==> config.mk <==
export PLATFORM = sky130hd
export DESIGN_NAME = psram_arb
export DESIGN_NICKNAME = d
export VERILOG_FILES = /design/src/rtl/psram_arb_pkg.sv /design/src/rtl/psram_arb_rr.sv /design/src/rtl/psram_arb.sv
export SDC_FILE = /design/constraint.sdc
export NUM_CORES = 1
export LEC_CHECK = 0
export CAP_MARGIN = 10
export CORE_AREA = 5 5 109 111
export CTS_CLUSTER_DIAMETER = 120
export CTS_CLUSTER_SIZE = 10
export DETAILED_ROUTE_END_ITERATION = 12
export DIE_AREA = 0 0 114 116
export GPL_ROUTABILITY_DRIVEN = 0
export SKIP_LAST_GASP = 1
export SLEW_MARGIN = 20
export SYNTH_ARGS = -nofsm -noshare
export SYNTH_HDL_FRONTEND = slang
export SYNTH_HIERARCHICAL = 1
export SYNTH_SLANG_ARGS = --single-unit
==> constraint.sdc <==
create_clock -name clk_i -period 1.5 [get_ports clk_i]
set_input_delay 0.375 -clock clk_i [delete_from_list [all_inputs] [get_ports clk_i]]
set_output_delay 0.375 -clock clk_i [all_outputs]
set_load 0.1 [all_outputs]
==> src/rtl/psram_arb_pkg.sv <==
// rtl/psram_arb_pkg.sv - shared state encoding and reset constants for the PSRAM arbiter
package psram_arb_pkg;

  // Encoding chosen so the state value is directly the one-hot owner vector.
  typedef enum logic [1:0] {
    IDLE  = 2'b00,
    BUSY0 = 2'b01,
    BUSY1 = 2'b10
  } state_t;

  // last = 1 after reset, so requester 0 wins the first conflict.
  localparam logic LAST_RST = 1'b1;

  // One-hot owner vector for a state (zero when idle).
  function automatic logic [1:0] state_grant(input state_t s);
    return s;
  endfunction

endpackage

==> src/rtl/psram_arb_rr.sv <==
// rtl/psram_arb_rr.sv - combinational two-way round-robin pick
module psram_arb_rr (
  input  logic [1:0] valid_i,
  input  logic       last_i,
  output logic       idx_o,
  output logic       any_o
);

  // On conflict pick the requester that did not win last; otherwise the only valid one.
  always_comb begin
    any_o = |valid_i;
    if (&valid_i) begin
      idx_o = ~last_i;
    end else begin
      idx_o = valid_i[1];
    end
  end

endmodule

==> src/rtl/psram_arb.sv <==
// rtl/psram_arb.sv - two-requester arbiter in front of a QSPI PSRAM controller (optional timeout: PSRAM_ARB_TIMEOUT_EN)
module psram_arb
  import psram_arb_pkg::*;
#(
  parameter int ADDR_W  = 24,
  parameter int DATA_W  = 32,
  parameter int TIMEOUT = 255
) (
  input  logic                clk_i,
  input  logic                rst_i,
  input  logic                req0_valid_i,
  input  logic [ADDR_W-1:0]   req0_addr_i,
  input  logic [DATA_W-1:0]   req0_wdata_i,
  input  logic [DATA_W/8-1:0] req0_wstrb_i,
  output logic                req0_ready_o,
  output logic [DATA_W-1:0]   req0_rdata_o,
  input  logic                req1_valid_i,
  input  logic [ADDR_W-1:0]   req1_addr_i,
  input  logic [DATA_W-1:0]   req1_wdata_i,
  input  logic [DATA_W/8-1:0] req1_wstrb_i,
  output logic                req1_ready_o,
  output logic [DATA_W-1:0]   req1_rdata_o,
  output logic                mem_valid_o,
  output logic [ADDR_W-1:0]   mem_addr_o,
  output logic [DATA_W-1:0]   mem_wdata_o,
  output logic [DATA_W/8-1:0] mem_wstrb_o,
  input  logic                mem_ready_i,
  input  logic [DATA_W-1:0]   mem_rdata_i,
  output logic [1:0]          grant_o,
  output logic                err_o
);

  localparam logic [7:0] TO_LIM = 8'(TIMEOUT);

  state_t state_q, state_d;
  logic   last_q, last_d;
  logic   pick_idx, pick_any;
  logic   to_abort;
  logic   busy, own0, own1, done;
  logic [DATA_W-1:0] done_data;

  psram_arb_rr u_rr (
    .valid_i ({req1_valid_i, req0_valid_i}),
    .last_i  (last_q),
    .idx_o   (pick_idx),
    .any_o   (pick_any)
  );

`ifdef PSRAM_ARB_TIMEOUT_EN
  logic [7:0] cnt_q, cnt_d;

  // Abort on the TIMEOUT-th BUSY cycle unless the memory completes in that same cycle.
  assign to_abort = (state_q != IDLE) && !mem_ready_i && (cnt_q == TO_LIM - 8'd1);

  // Busy-cycle counter: cleared while idle so it starts at zero on BUSY entry.
  always_comb begin
    cnt_d = cnt_q;
    if (state_q == IDLE) begin
      cnt_d = '0;
    end else if (!mem_ready_i && !to_abort) begin
      cnt_d = cnt_q + 8'd1;
    end
  end

  // Busy-cycle counter register.
  always_ff @(posedge clk_i or posedge rst_i) begin
    if (rst_i) begin
      cnt_q <= '0;
    end else begin
      cnt_q <= cnt_d;
    end
  end
`else
  logic unused_timeout;
  assign unused_timeout = ^TO_LIM;
  assign to_abort       = 1'b0;
`endif

  // State and round-robin history registers.
  always_ff @(posedge clk_i or posedge rst_i) begin
    if (rst_i) begin
      state_q <= IDLE;
      last_q  <= LAST_RST;
    end else begin
      state_q <= state_d;
      last_q  <= last_d;
    end
  end

  // Next state: grant from IDLE, return to IDLE on completion or abort.
  always_comb begin
    state_d = state_q;
    last_d  = last_q;
    case (state_q)
      IDLE: begin
        if (pick_any) begin
          state_d = pick_idx ? BUSY1 : BUSY0;
          last_d  = pick_idx;
        end
      end
      BUSY0, BUSY1: begin
        if (mem_ready_i || to_abort) begin
          state_d = IDLE;
        end
      end
      default: state_d = IDLE;
    endcase
  end

  // Outputs: payload mux from the owner, completion routed only to the owner.
  always_comb begin
    busy      = (state_q != IDLE);
    own0      = (state_q == BUSY0);
    own1      = (state_q == BUSY1);
    done      = busy && (mem_ready_i || to_abort);
    done_data = mem_ready_i ? mem_rdata_i : '1;

    mem_valid_o = busy;
    mem_addr_o  = '0;
    mem_wdata_o = '0;
    mem_wstrb_o = '0;
    if (own0) begin
      mem_addr_o  = req0_addr_i;
      mem_wdata_o = req0_wdata_i;
      mem_wstrb_o = req0_wstrb_i;
    end else if (own1) begin
      mem_addr_o  = req1_addr_i;
      mem_wdata_o = req1_wdata_i;
      mem_wstrb_o = req1_wstrb_i;
    end

    req0_ready_o = own0 && done;
    req1_ready_o = own1 && done;
    req0_rdata_o = (own0 && done) ? done_data : '0;
    req1_rdata_o = (own1 && done) ? done_data : '0;
    grant_o      = state_grant(state_q);
    err_o        = to_abort;
  end

endmodule

==> reports/metrics.yaml, run 1 <==
setup_ws_ps: -682
fmax_mhz: 458
dieArea_mm2: 0.0132
rr_worst_depth: 7
post-route-util_pct: 62.0
rows: 38
finalMaxSlewViolations: 0
dieHeight_um: 116
die_x_um: 114
wire_per_inst_um: 19.2
track_usage_pct: 15.6
setup_violations: 129
p_per_area_mw_per_mm2: 2400
syn-num-nets: 332
r2r-start: "grant_o[0]$_DFFE_PP0P_"
numCtsBuffers: 3
cp_max_fo: 12
ys_seq_area_share_pct: 5.73
rrSetupSlack_ps: -20
crit_start: "grant_o[0]$_DFFE_PP0P_"
finalClockSkew_ps: 0.569
final-seq-area_um2: 83.8
initial_utilization_pct: 12.4
vias: 2608
critPathMaxStageDelay_ps: 420
drt_wl_total_mm: 11.7
post-route-period-util_pct: 145
synth_area_mm2: 0.00133
required_ps: 1120
hpwl_mm: 9.84
overflow: 0
start_kind: "flop"
r2r-end: "grant_o[0]$_DFFE_PP0P_"
cp.depth: 7
synth_cell_types: 24
critPathSlowestCell: "dfrtp_4"
nFillCells: 811
cts.sinks: 3
cts_tree: "yes"
grt_max_degree: 34
syn_area_per_cell_um2: 7.79
layout_commonest_cell: "clkdlybuf4s50_1"
ios: 287
ys_warn_count: 6
ir_drop_v: 0.00177
cts-root-buf: "clkbuf_8"
drtIter0Drc: 49
power_mw: 15.9
hold_class: "in2async"
crit_chain: "inv_4 -> buf_12 -> ha_4 -> and3b_4 -> buf_12 -> and2_2 -> buf_12"
syn_to_final_growth_pct: 398
path_buf_inv: 4
min_period_ps: 2180
outcome: "finished with violations"
drt-pass1-iter-count: 4
nets: 633
ys_ff_latch: 3
num_antenna_cells: 0
netlist_instances: 171
grt_pass1_wl_mm: 16.1
cts_max_path_buffers: 2
violations: "negative setup slack"
endpoint: "req0_rdata_o[19]"
crit_type: "reg2out"
rsz0062_at_grt: "true"
antenna_found_initial: 0
clk_latency_ps: 220
grt_pass1_vias: 2803
viasPerCell: 4.27
max_cap_violations: 0
power.leakage_nw: 2.81
end_kind: "output pin"
final_cell_mix: "clkdlybuf4s50_1, buf_12, a22o_4"
multi_input_area_mm2: 0.00170
crit_top_cell: "buf_12"
holdWs_ps: 322
drc_errors: 0
core_area_mm2: 0.0107
cp_data_arrival_time_ps: 1810
clk_pin_slew_worst_paths_ps: 30
finalHoldViolCount: 0
post-place-ws_ps: -521
numPortBuffers: 285
crit_family: "simple AND/OR/NAND/NOR gates"
drive_above_1_share_pct: 64.3
ctsHtreeMaxLevel: 1
antenna_left: 0
## layout make-up
type                       instances  share of cell area, %
timing repair buffer             317                   69.4
sequential                         3                   1.26
tap                              140                   2.64
clock buffer                       4                  0.679
multi-input combinational        142                   25.6
inverter                           5                  0.415
## report_power, final
part	internal (mW)	leakage [nW]	switching (mW)
Combinational	6.20	2.75	9.28
Clock	0.181	0.0228	0.0534
Sequential	0.146	0.0333	0.0476
## through the flow
| step | TNS (ps) | cells | area [um^2] |
|---|---|---|---|
| finish | -80530 | 611 | 6630 |
| floorplan | -78190 | 171 | 1790 |
| detailed placement | -58410 | 595 | 6130 |
| global route | -89350 | 611 | 6630 |
| CTS | -84350 | 609 | 6490 |
| global placement | -56130 | 595 | 6130 |
## synth_stat cells
| library cell | count | area share (%) |
|---|---|---|
| and2_1 | 64 | 30 |
| a22o_1 | 60 | 39 |
| buf_6 | 10 | 8.5 |
| clkbuf_1 | 6 | 1.7 |
| inv_1 | 5 | 1.4 |
| ha_1 | 4 | 3.8 |
| buf_2 | 3 | 1.1 |
| buf_4 | 2 | 1.1 |
| dfrtp_1 | 2 | 3.8 |
| a21boi_1 | 1 | 0.56 |
| a21oi_1 | 1 | 0.38 |
| and3b_1 | 1 | 0.66 |
| and3b_4 | 1 | 0.94 |
| conb_1 | 1 | 0.28 |
| dfstp_2 | 1 | 2.0 |
| mux2i_1 | 1 | 0.75 |
| nand2_1 | 1 | 0.28 |
| nand2b_1 | 1 | 0.47 |
| nand3_1 | 1 | 0.38 |
| nor2b_1 | 1 | 0.47 |
| nor2b_2 | 1 | 0.66 |
| o21ai_0 | 1 | 0.38 |
| o22ai_1 | 1 | 0.47 |
| or2_1 | 1 | 0.47 |
## worst min-delay path by stage
stage / to / cells after the start / from / slack (ps)
finish: grant_o[0]$_DFFE_PP0P_ / 2 / rst_i / 320
global route: grant_o[0]$_DFFE_PP0P_ / 2 / rst_i / 340
CTS: grant_o[0]$_DFFE_PP0P_ / 2 / rst_i / 320
detailed placement: last_q$_DFFE_PP1P_ / 2 / last_q$_DFFE_PP1P_ / 480
global placement: last_q$_DFFE_PP1P_ / 2 / last_q$_DFFE_PP1P_ / 480
floorplan: grant_o[0]$_DFFE_PP0P_ / 1 / rst_i / 130
## logic make-up (layout without fill, tap and decap cells)
kind of cell | after synthesis | count (layout) | synth area share (%)
multiplexers | 1 | 1 | 0.752
flip-flops | 3 | 3 | 5.73
adder cells (fa/ha/maj) | 4 | 4 | 3.76
buffers and inverters | 26 | 326 | 13.8
other | 1 | 1 | 0.282
AND/OR/NAND/NOR | 72 | 72 | 34.4
AO/OA/AOI/OAI | 64 | 64 | 41.3
## sequential cells by signal (all words and copies together), names as in the netlist
name     cells
grant_o      2
last_q       1
## repair_timing
action / 4_1_cts / 5_1_grt
pin swaps: 1 / 8
hold buffers: 0 / 0
gates resized for setup: 29 / 23
setup buffers: 6 / 3
setup endpoints to repair: 128 / 129
gates cloned: 4 / 1
## layer usage
metal  GRT usage, %  vias up  wire, um
met4           2.69        0       115
met5              0        -         0
li1               -     1222         -
met1           15.8     1198      3950
met3           6.68       10      1350
met2           30.1      178      6300
Power figures use the tool's default switching activity.
==> run 2, diff against run 1 <==
Settings changed: CORE_AREA 5 5 109 111 to 5 5 108 110, DIE_AREA 0 0 114 116 to 0 0 113 115, SYNTH_HIERARCHICAL 1 to not set.
==> run 2 against run 1 <==
  * The run still ends with negative setup slack left
  * Clock-buffer cell count unchanged
  * Area after synthesis increased by 17%
  * First-iteration DRC count increased by 100%
  * Setup slack improved by 67 ps
  * Total power decreased by 7.2%
  * Sequential cell count unchanged
  * Clock power about the same
  * Hold slack improved by 3.5 ps
  * Cell area increased by 9.1%
  * Cell count increased by 21%
  * Largest cell class unchanged
  * Highest routed layer unchanged
==> reports/metrics.yaml, run 2 <==
synth_top_family_by_area: "simple AND/OR/NAND/NOR gates"
finalMaxSlewViolations: 0
cts_max_path_buffers: 2
yosys-top-cells-count: "nand2_1, and2_1, o21ai_0, o21ai_1, buf_4"
synthArstFlopShare_pct: 100
antenna_found_initial: 0
power_mw: 14.8
dieHeight_um: 115
setup_ws_ps: -616
finalClockSkew_ps: 0.136
core_area_mm2: 0.0106
largest_reg_flops: 2
synth-adder-area-share_pct: 2.42
cp_data_arrival_time_ps: 1740
synth_area_leaders: "nand2_1, and2_1, o21ai_0"
crit_type: "reg2out"
nets: 759
layout.cells.non_filler: 738
synth.largest_area_cell: "nand2_1"
dieArea_mm2: 0.0130
layout_commonest_cell: "clkdlybuf4s50_1"
syn_area_per_cell_um2: 5.39
rsz0062_at_grt: "true"
final_cell_mix: "clkdlybuf4s50_1, buf_12, nand2_1"
p_per_area_mw_per_mm2: 2040
crit_top_cell: "buf_12"
die_x_um: 113
hold_class: "in2async"
max_cap_violations: 0
placedCellCount: 726
num_antenna_cells: 0
postCtsHoldBufs: 0
end_kind: "output pin"
ios: 287
grt_max_degree: 28
cts.sinks: 3
clk_pin_slew_worst_paths_ps: 30
power.leakage_nw: 2.89
yosysTopAreaCellShare_pct: 27.8
numPortBuffers: 285
overflow: 0
numCtsBuffers: 3
grt_pass1_vias: 3357
viasPerCell: 4.29
ys_ff_latch: 3
nFillCells: 819
rows: 38
finalHoldViolCount: 0
track_usage_pct: 17.9
synthMuxAreaShare_pct: 0
drt_wl_total_mm: 12.8
ys_seq_area_share_pct: 4.92
cts-root-buf: "clkbuf_8"
synth_flop_cell: "dfrtp_1"
cp_max_fo: 20
required_ps: 1120
outcome: "finished with violations"
critPathMaxStageDelay_ps: 500
drc_errors: 0
synth_area_mm2: 0.00155
grt_pass1_wl_mm: 18.3
antenna_left: 0
multi_input_area_mm2: 0.00225
fmax_mhz: 473
synth_edf_count: 0
setup_violations: 129
synth_compound_area_share_pct: 22.7
ctsHtreeMaxLevel: 1
drive_above_1_share_pct: 55.5
violations: "negative setup slack"
wire_per_inst_um: 17.4
ys_warn_count: 0
vias: 3169
initial_utilization_pct: 14.6
critPathSlowestCell: "dfrtp_4"
cts_tree: "yes"
synth_cell_types: 21
synth.most_common_cell: "nand2_1"
synth_xor_area_share_pct: 0
syn_to_final_growth_pct: 366
min_period_ps: 2120
crit_chain: "inv_4 -> ha_4 -> clkinvlp_4 -> and3_4 -> buf_12 -> and2_4 -> buf_12"
syn-num-nets: 448
netlist_instances: 288
post-route-period-util_pct: 141
yosys.area_share.simple_pct: 56.6
ir_drop_v: 0.00123
drtIter0Drc: 98
clk_latency_ps: 220
start_kind: "flop"
final-seq-area_um2: 83.8
drt-pass1-iter-count: 3
hpwl_mm: 11.4
==> run 2: cell types whose count changed after synthesis, sizes merged, moves of 2 or more <==
| cell | change |
|---|---|
| nand2 | +114 |
| o21ai | +58 |
| a22o | -57 |
| buf | +6 |
| a32o | +2 |
| and3 | +2 |
| and3b | -2 |
==> run 2: path summary, 6_finish.rpt <==
path / start / endpoint / slack, ps / cells after the start
worst min-delay path: rst_i / grant_o[1]$_DFFE_PP0P_ / 330 / 2
worst min register to register: last_q$_DFFE_PP1P_ / last_q$_DFFE_PP1P_ / 540 / 1
min in group clk_i: last_q$_DFFE_PP1P_ / last_q$_DFFE_PP1P_ / 540 / 1
worst max-delay path: grant_o[0]$_DFFE_PP0P_ / req1_rdata_o[22] / -620 / 7
max in group asynchronous: rst_i / last_q$_DFFE_PP1P_ / 960 / 2
worst max register to register: grant_o[0]$_DFFE_PP0P_ / grant_o[1]$_DFFE_PP0P_ / -70 / 8
==> run 2: worst max-delay path, delay by kind of cell, from the launching register on <==
family,cells,cell delay (ps)
flops,1,500
buf+inv,4,500
simple gates,2,360
fa+ha+maj,1,150
==> run 2: kinds of logic after synthesis <==
group,count (synthesis)
and+or+nand+nor,185
DFF,3
adders and majority gates,3
buffers and inverters,30
AOI/OAI and AO/OA,66
other,1
==> run 2: per-stage QoR <==
step                      util, %  cell area (um^2)  hold WS [ps]  worst slack (ps)  setup TNS (ps)
final                        68.3              7240           325              -616          -72680
after global routing         68.3              7240           335              -666          -79760
after CTS                    66.8              7080           325              -623          -73650
after detailed placement     65.6              6960           535              -489          -53350
after global placement       65.6              6960           519              -463          -51260
after floorplan                 -              2450           128             -1000         -105850
==> run 2: metal layers <==
metal  wire length, um  GRT usage [%]  vias to the layer above
li1                  -              -                     1536
met1              4220           17.8                     1481
met2              7500           36.9                      134
met3               891           4.47                       18
met4               225           3.93                        0
met5                 0              0                        -
==> run 2: cell type report <==
cell class / count / share of cell area (%)
Clock buffer: 4 / 0.622
Inverter: 4 / 0.328
Multi-Input combinational cell: 255 / 31.0
Sequential cell: 3 / 1.16
Tap cell: 140 / 2.42
Timing Repair Buffer: 332 / 64.4
==> run 2: timing repair <==
| item | CTS | global route |
|---|---|---|
| gates resized for setup | 15 | 33 |
| pin swaps | 5 | 27 |
| cloned | 0 | 1 |
| setup buffers | 4 | 3 |
| endpoints found under the setup margin | 127 | 129 |
==> run 2: report_power, final <==
| group | switching [mW] | internal [mW] | total (mW) |
|---|---|---|---|
| clock | 0.0558 | 0.181 | 0.237 |
| sequential | 0.0463 | 0.142 | 0.188 |
| combinational | 8.97 | 5.37 | 14.3 |
